[config.mk]
export PLATFORM = sky130hd
export DESIGN_NAME = stopwatch_ctl
export DESIGN_NICKNAME = d
export VERILOG_FILES = /design/src/rtl/stopwatch_ctl.sv
export SDC_FILE = /design/constraint.sdc
export NUM_CORES = 1
export LEC_CHECK = 0
export BUFFER_PORTS_ARGS = -buffer_cell sky130_fd_sc_hd__buf_2
export CAP_MARGIN = 10
export CORE_MARGIN = 2
export CORE_UTILIZATION = 32
export DETAILED_ROUTE_END_ITERATION = 7
export PLACE_DENSITY = 0.54
export REMOVE_ABC_BUFFERS = 1
export SETUP_SLACK_MARGIN = 0.02
export SLEW_MARGIN = 10
export SYNTH_ARGS = -nofsm -noshare
export SYNTH_HDL_FRONTEND = slang
export SYNTH_SLANG_ARGS = --single-unit
export TNS_END_PERCENT = 50
[constraint.sdc]
create_clock -name clk -period 2.7 [get_ports clk]
set_input_delay 0.405 -clock clk [delete_from_list [all_inputs] [get_ports clk]]
set_output_delay 0.405 -clock clk [all_outputs]
set_load 0.01 [all_outputs]
[src/rtl/stopwatch_ctl.sv]
// Stopwatch control and time base: button edge detection, IDLE/RUN/PAUSE
// sequencing, a prescaled increment pulse for the digit chain, and a
// one-cycle clear pulse for the digit registers.
module stopwatch_ctl #(
    parameter int unsigned DIVISOR = 10_000_000
) (
    input  logic clk,
    input  logic reset,
    input  logic start_stop,
    input  logic clear,
    output logic inc,
    output logic clr_cnt,
    output logic running,
    output logic paused
);

    localparam int unsigned PW = $clog2(DIVISOR);
    localparam logic [PW-1:0] PRESC_LAST = PW'(DIVISOR - 1);

    typedef enum logic [1:0] {
        IDLE,
        RUN,
        PAUSE
    } state_t;

    state_t        state_q, state_d;
    logic          ss_prev_q, cl_prev_q;
    logic          ss_rise, cl_rise;
    logic [PW-1:0] presc_q, presc_d;
    logic          inc_q, inc_d;
    logic          clr_cnt_q;
    logic          running_q, paused_q;

    // Rising-edge detection of the already-synchronized button levels
    always_comb begin
        ss_rise = start_stop & ~ss_prev_q;
        cl_rise = clear & ~cl_prev_q;
    end

    // Next state and prescaler; clear wins over start/stop, and a wrap on
    // the edge that leaves RUN is not counted (prescaler holds instead)
    always_comb begin
        state_d = state_q;
        presc_d = presc_q;
        inc_d   = 1'b0;
        if (cl_rise) begin
            state_d = IDLE;
            presc_d = '0;
        end else begin
            case (state_q)
                IDLE: begin
                    presc_d = '0;
                    if (ss_rise) begin
                        state_d = RUN;
                    end
                end
                RUN: begin
                    if (ss_rise) begin
                        state_d = PAUSE;
                    end else if (presc_q == PRESC_LAST) begin
                        presc_d = '0;
                        inc_d   = 1'b1;
                    end else begin
                        presc_d = presc_q + PW'(1);
                    end
                end
                PAUSE: begin
                    if (ss_rise) begin
                        state_d = RUN;
                    end
                end
                default: begin
                    state_d = IDLE;
                    presc_d = '0;
                end
            endcase
        end
    end

    // State, prescaler, edge history and registered outputs
    always_ff @(posedge clk) begin
        if (reset) begin
            state_q   <= IDLE;
            presc_q   <= '0;
            ss_prev_q <= 1'b1;
            cl_prev_q <= 1'b1;
            inc_q     <= 1'b0;
            clr_cnt_q <= 1'b0;
            running_q <= 1'b0;
            paused_q  <= 1'b0;
        end else begin
            state_q   <= state_d;
            presc_q   <= presc_d;
            ss_prev_q <= start_stop;
            cl_prev_q <= clear;
            inc_q     <= inc_d;
            clr_cnt_q <= cl_rise;
            running_q <= (state_d == RUN);
            paused_q  <= (state_d == PAUSE);
        end
    end

    assign inc     = inc_q;
    assign clr_cnt = clr_cnt_q;
    assign running = running_q;
    assign paused  = paused_q;

endmodule

* Word level (Yosys, flattened, before mapping)
Index checks and enable logic that the tools add are counted.
Word-level totals: register bits after elaboration 32, logic and storage cells 34, bits of input ports 4, output and inout port bits 4
Operators by class: reductions and logical operators 5, $add $sub $neg 1, mux-type cells 8, equal/unequal tests 6, bitwise gates (word level) 6
Operators by type and width (count):
- $mux W24 | 2
- $pmux W24 S2 | 1
- $add A24 B1 Y24 const B | 1
- $eq A24 B24 Y1 const B | 1
- $mux W2 | 3
- $eq A2 B1 Y1 const B | 2
- $eq A2 B2 Y1 const B | 2
- $not A1 Y1 | 4
- $pmux W2 S2 | 1
- $reduce_or A2 Y1 | 2
- $reduce_or A4 Y1 | 1
- $and A1 B1 Y1 | 2
- $logic_not A2 Y1 | 1
- $ne A2 B2 Y1 const B | 1
- $reduce_and A2 Y1 | 1
- $mux W1 | 1

* Depth between registers and ports, before layout
Gate-level depths: netlist of run 1.
depth after elaboration 6, mapped depth 7, gate-level depth less buffers 6

* Worst setup path after synthesis of run 1
OpenSTA, ideal clock, no wires.
kind reg-to-reg, from reg presc_q[0], to reg presc_q[14], setup slack 929 ps, library setup time 122 ps, arrival 1649 ps, stages on the path, launching flop included 8, buffers on the path 1, required time 2578 ps, cells stage by stage dfxtp_1 > ha_1 > nand3_1 > nor4_4 > a211oi_4 > buf_6 > o221ai_2 > o21ai_1
Between the ends: word-level cells in the longest chain between the ends 4, elaborated cells on any way between the ends 5, those cells by class add/sub: 1; eq/ne: 1; mux: 3
RTL lines:
- start: declaration | RTL line 29 | logic [PW-1:0] presc_q, presc_d;
- start signal: assignment | RTL line 93 | presc_q <= presc_d;
- $add A24 B1 Y24 / $eq A24 B24 Y1 (equally long branches) | RTL line 64, 60
- $mux W24 * | RTL line 60 | end else if (presc_q == PRESC_LAST) begin
- $mux W24 * | RTL line 58 | if (ss_rise) begin
- $pmux W24 S2 * | RTL line 50 | case (state_q)
Every way passes the cells marked *; elsewhere a longest branch is shown, timed or not. The select of a mux whose other input is x is not followed. A chain may end at the register's enable or synchronous reset.

* Final worst setup path of run 1
from reg presc_q[0], to reg presc_q[8]
The elaborated chain is that of the path after synthesis.

==> metrics, run 1 <==
DRC=0; Reg2Reg Depth=7; CP Max Fanout=15; Avg WL per Cell=13.5 um; Filler cells=507; Avg Cell Area, Syn=8.60 um^2; Total Routing Usage GR=14.2%; Critical Path RT=2.86 ns; Num CTS Buffers=5; final worst-path setup slack=0.585 ns; Design Area, Final=0.00180 mm^2; # setup viols final=0; Fin Clk Skew=0.00625 ns; grt ovf=0; Worst Setup SP=presc_q[0]; CP startpoint kind=flip-flop; worst setup path class=reg2reg; number of synthesized register bits=32; clk slew on worst S/H paths=0.06 ns; hold_buf cts=0; layout overhead on the synthesized area=10.8%; # H-tree levels=2; maximum vdd drop=278 uV; CTS Sinks=32; max-slew violations=0; Post-synth top flop=dfxtp_1; Port Buffers=7; hold_ws=0.321 ns; core area=0.00482 mm^2; Synth Warn #=0; # IOs=8; Initial DRT Pass Iterations=4; later-pin clock latency in the skew report=0.28 ns; area of the die=0.00566 mm^2; root buf cell=clkbuf_8; CTS tree=yes; Post-CTS Setup Repair Bufs=0; CP endpoint kind=flip-flop; P_leak=0.581 nW; Max Cap Viol=0; RSZ-0062 raised after global routing=no; std cell rows=25; PD cells=462 mW/mm^2; DRT antenna net count=0; placed cell area=0.00173 mm^2; Hold Path Class=in2reg; vias in the first global route=1,300; status=finished, final reports clean; Design Power=0.000832 W; Cells after Synth=189; first-pass GRT wire length=6.05 mm; DRC marker count from the first detailed-route iteration=136; setup_tns=0 ns; post-cts resize count=0; Initial Util=33.7%; Setup WS pre-CTS=0.586 ns; R2R Path End=presc_q[8]; DP Wirelength=2.61 mm; final WL=3.62 mm; synthesized area=0.00163 mm^2; measured slew at the worst slew-check pin=0.691 ns; initial antenna violation count=0; Worst Hold Launch=reset; chip width=75.3 um; synth unique cells=40; pin count of the biggest net entering global routing=16; Tmin final=2.11 ns; Post-synth EDFFs=0; maximum root-to-sink buffer count=2; via/cell ratio=5.30; Final GP Congestion=0.825; Fin. Hold Viols=0; R2R Setup Slk=0.59 ns; critical path endpoint=presc_q[8]; share of layout cells above drive strength 1=14.4%; slew margin rel.=53.5%; R2R Path Start=presc_q[0]; fmax=473 MHz; die height=75.3 um; sequential fraction of the synthesis area=39.4%; ANT cells=0; asr flop ratio synth=0%; nets=208; Final period util=78.3%; Vias=1,420; arrival time worst endpoint=2.27 ns
==> flip-flops by register name, summed over array words and instances (netlist names) <==
register and flops:
presc_q 24, state_q 2, cl_prev_q 1, clr_cnt 1
inc 1, paused 1, running 1, ss_prev_q 1
==> logic make-up after synthesis <==
kind of cell,after synthesis,synth area share [%]
XOR/XNOR,2,1.08
flip-flops,32,39.4
buffers and inverters,10,4.46
AO/OA/AOI/OAI,43,17.7
multiplexers,6,3.70
AND/OR/NAND/NOR,95,32.9
adder cells (fa/ha/maj),1,0.770
==> through the flow <==
step                util, %  instances
floorplan                 -        183
global placement       35.9        263
detailed placement     35.9        263
CTS                    37.4        268
global route           37.4        268
finish                 37.4        268
==> critical path: stages, from the launching register on <==
cell and delay [ns]:
dfxtp_1 0.41, ha_1 0.22, nand3_1 0.19, nor4_4 0.46
a211oi_4 0.21, buf_4 0.23, a41oi_1 0.21, a31oi_1 0.06
==> cell usage after synthesis, types with 2 or more instances <==
| cell | instances | area, um^2 |
|---|---|---|
| dfxtp_1 | 32 | 641 |
| nand2_1 | 19 | 71.3 |
| nand3_1 | 19 | 95.1 |
| a21oi_1 | 16 | 80.1 |
| nor2_1 | 15 | 56.3 |
| nand4_1 | 12 | 75.1 |
| a31oi_1 | 10 | 62.6 |
| nand2b_1 | 8 | 50.1 |
| mux2i_1 | 6 | 60.1 |
| inv_1 | 4 | 15.0 |
| and3_1 | 3 | 18.8 |
| buf_6 | 3 | 33.8 |
| o21ai_0 | 3 | 15.0 |
| o21ai_1 | 3 | 15.0 |
| o311ai_0 | 3 | 26.3 |
| or2_2 | 3 | 18.8 |
| a41oi_1 | 2 | 17.5 |
| buf_2 | 2 | 10.0 |
| nor2b_1 | 2 | 12.5 |
| nor3_1 | 2 | 10.0 |
| nor4_1 | 2 | 12.5 |
| xor2_1 | 2 | 17.5 |
==> report_power, final <==
part / internal [W] / total (W) / switching, W
clock: 0.000166 / 0.000322 / 0.000156
combinational: 0.0000124 / 0.0000323 / 0.0000199
sequential: 0.000476 / 0.000478 / 0.00000205
total: 0.000654 / 0.000832 / 0.000178
==> routing by layer <==
metal  track usage [%]  routed length [um]  vias to the layer above
met5                 0                   0                        -
met4              4.68                  50                        0
met3              3.61                 134                        5
met2              21.0                1580                       22
met1              20.2                1850                      652
li1                  -                   -                      741
==> worst min path at each step <==
stage / endpoint / cells after the start / slack, ns
after floorplan: presc_q[5] / 1 / 0.44
after global placement: presc_q[5] / 1 / 0.45
after detailed placement: presc_q[5] / 1 / 0.47
after CTS: clr_cnt / 2 / 0.31
after global routing: clr_cnt / 2 / 0.33
final: clr_cnt / 2 / 0.32
==> final cells by class <==
class / instances / area [um^2] / area share, %
Timing Repair Buffer: 13 / 80.1 / 4.45
Multi-Input combinational cell: 147 / 912 / 50.7
Inverter: 4 / 15.0 / 0.834
Sequential cell: 32 / 641 / 35.6
Clock buffer: 5 / 68.8 / 3.82
Tap cell: 67 / 83.8 / 4.66
==> cells in the final DEF (no fill, tap or decap), drive strengths merged, types with 2 or more instances in the layout <==
| cell type | n |
|---|---|
| mux2i | 6 |
| o21ai | 6 |
| o311ai | 3 |
| inv | 4 |
| nand2b | 8 |
| and3 | 4 |
| clkbuf | 5 |
| a21oi | 16 |
| a211oi | 2 |
| buf | 13 |
| dfxtp | 32 |
| nor2 | 15 |
| a41oi | 2 |
| nand3 | 20 |
| nand2 | 19 |
| or2 | 3 |
| nor3 | 3 |
| xor2 | 2 |
| a31oi | 10 |
| nor4 | 3 |
| nor2b | 2 |
| nand4 | 12 |
Power figures use the tool's default switching activity.
==> run 2: changes to the inputs <==
Clock period 2.7 ns to 1.99 ns, I/O delays scaled along.
==> run 2 against run 1 <==
  * Worst setup slack worse by 0.33 ns
  * Sequential share of layout area down 1.9 points
  * Non-clock buffer count up 10
  * Power up 45%
  * Fmax up 22%
  * Final cell count up 4.9%
  * Flip-flop and latch count unchanged
  * Register-to-register slack worse by 0.33 ns
  * Global-route usage up 1.2 points
  * Clock power up 60%
  * Worst hold slack worse by 0.11 ns
  * Critical path type unchanged
  * Largest power group unchanged
==> metrics, run 2 (synthesis gave the netlist of run 1 again) <==
measured slew at the worst slew-check pin=0.377 ns (-0.314 ns); Filler cells=491 (-3.2%); clk slew on worst S/H paths=0.07 ns (about the same); Top Registers=presc_q: 24 flops, state_q: 2 flops; root buf cell=clkbuf_8; worst setup path class=reg2reg; RSZ-0062 raised after global routing=no; most frequent cells in the layout=dfxtp_1 (32), nand2_1 (19), nand3_1 (18); Psw=0.000263 W (+48%); arrival time worst endpoint=1.95 ns (-0.32 ns); Design Power=0.00121 W (+45%); Setup WS pre-CTS=0.126 ns (-0.459 ns); CP startpoint kind=flip-flop; Vias=1,471 (+3.6%); number of flip-flops under the largest register name=24 (unchanged); Avg WL per Cell=13.4 um (-0.83%); share of layout cells above drive strength 1=19.2% (+4.7 points); pin count of the biggest net entering global routing=15 (-1); max-slew violations=0 (unchanged); Post-CTS Setup Repair Bufs=0 (unchanged); maximum root-to-sink buffer count=2 (unchanged); Final period util=87.3% (+9.0 points); Critical Path RT=2.20 ns (-0.66 ns); Total Routing Usage GR=15.4% (+1.2 points); Initial Util=33.7% (unchanged); Num CTS Buffers=5 (unchanged); Internal=0.000946 W (+45%); Initial DRT Pass Iterations=4 (unchanged); combinational power share=3.9% (about the same); DRC marker count from the first detailed-route iteration=83 (-39%); fmax=575 MHz (+22%); Max Cap Viol=0 (unchanged); DP Wirelength=2.78 mm (+6.3%); Fin Clk Skew=0.00825 ns (+0.00200 ns); PD cells=636 mW/mm^2 (+38%); vias in the first global route=1,400 (+7.7%); maximum vdd drop=367 uV (+32%); Top cell by count, worst path=a31oi_1; layout overhead on the synthesized area=17.0%; initial antenna violation count=0 (unchanged); Sw Share=21.8% (+0.37 points); CTS Sinks=32 (unchanged); P_leak=0.646 nW (+11%); Fin. Hold Viols=0 (unchanged); clock network power share=42.5% (+3.8 points); nets=218 (+4.8%); die height=75.3 um (unchanged); Final GP Congestion=0.810 (-1.8%); std cell rows=25 (unchanged); area of the die=0.00566 mm^2 (unchanged); CP max stage cell=or3_1; Seq pwr share=53.6% (-3.9 points); Top reg by flops=presc_q; later-pin clock latency in the skew report=0.28 ns (about the same); first-pass GRT wire length=6.56 mm (+8.4%); crit path cell chain=buf_4 -> nand4_1 -> or3_1 -> nor3_1 -> a31oi_1 -> a31oi_1; final worst-path setup slack=0.252 ns (-0.333 ns); # setup viols final=0 (unchanged); Tmin final=1.74 ns (-0.377 ns); DRT antenna net count=0 (unchanged); slowest stage delay, CP=0.47 ns (about the same); # H-tree levels=2 (unchanged); ANT cells=0 (unchanged); slew margin rel.=74.7% (+21 points); chip width=75.3 um (unchanged); setup_tns=0 ns (unchanged); DRC=0 (unchanged); hold_buf cts=0 (unchanged); Port Buffers=7 (unchanged); CP Max Fanout=4 (-11); Hold Path Class=in2reg; grt ovf=0 (unchanged); # IOs=8 (unchanged); status=finished, final reports clean; CP endpoint kind=flip-flop; CTS tree=yes; most common cell after layout, fill and taps aside=dfxtp_1; core area=0.00482 mm^2 (unchanged); via/cell ratio=5.23 (-1.2%); final WL=3.76 mm (+4.0%)
## run 2: cell types whose count changed in the layout (fill, tap and decap cells not counted), sizes merged
cell / before / now
clkbuf: 5 / 8
buf: 13 / 23
## run 2: worst max-delay path, delay by kind of cell, from the launching register on
kind,cells,cell delay [ns]
compound gates,2,0.27
buf+inv,1,0.13
flops,1,0.33
simple gates,3,0.94
## run 2: power by group through the flow
stage / Clock (W) / Combinational (W) / Sequential, W
floorplan: 0 / 0.0000267 / 0.000663
global placement: 0 / 0.0000468 / 0.000662
detailed placement: 0 / 0.0000470 / 0.000662
CTS: 0.000529 / 0.0000472 / 0.000648
global route: 0.000565 / 0.0000524 / 0.000648
finish: 0.000514 / 0.0000471 / 0.000648
## run 2: final timing paths
kind              startpoint          end  slack [ns]  cells past startpoint
setup / recovery  presc_q[0]  presc_q[19]        0.25                      6
setup reg to reg  presc_q[0]  presc_q[19]        0.25                      6
hold reg to reg   presc_q[5]   presc_q[5]        0.49                      1
hold / removal         reset      clr_cnt        0.21                      2
## run 2: what timing repair did
item / in CTS / in global routing
gates resized for setup: 0 / 1
endpoints found under the hold margin: 0 / 0
endpoints found under the setup margin: 0 / 7
## run 2: through the flow
| step | instances | hold WS (ns) | utilization (%) | instance area [um^2] |
|---|---|---|---|---|
| 2_1_floorplan | 183 | 0.371 | - | 1570 |
| 3_3_place_gp | 273 | 0.484 | 37.5 | 1810 |
| 3_5_place_dp | 273 | 0.478 | 37.5 | 1810 |
| 4_1_cts | 281 | 0.207 | 39.4 | 1900 |
| 5_1_grt | 281 | 0.204 | 39.5 | 1900 |
| 6_report | 281 | 0.210 | 39.5 | 1900 |
## run 2: layout make-up
class / count / area [um^2] / share of cell area [%]
inverter: 4 / 15.0 / 0.789
timing repair buffer: 23 / 155 / 8.16
clock buffer: 8 / 90.1 / 4.74
sequential: 32 / 641 / 33.7
tap: 67 / 83.8 / 4.41
multi-input combinational: 147 / 917 / 48.2
## run 2: metal layers
layer,track usage [%],routed length [um]
met5,0,0
met4,5.85,55
met3,3.61,89
met2,24.5,1710
met1,20.5,1910
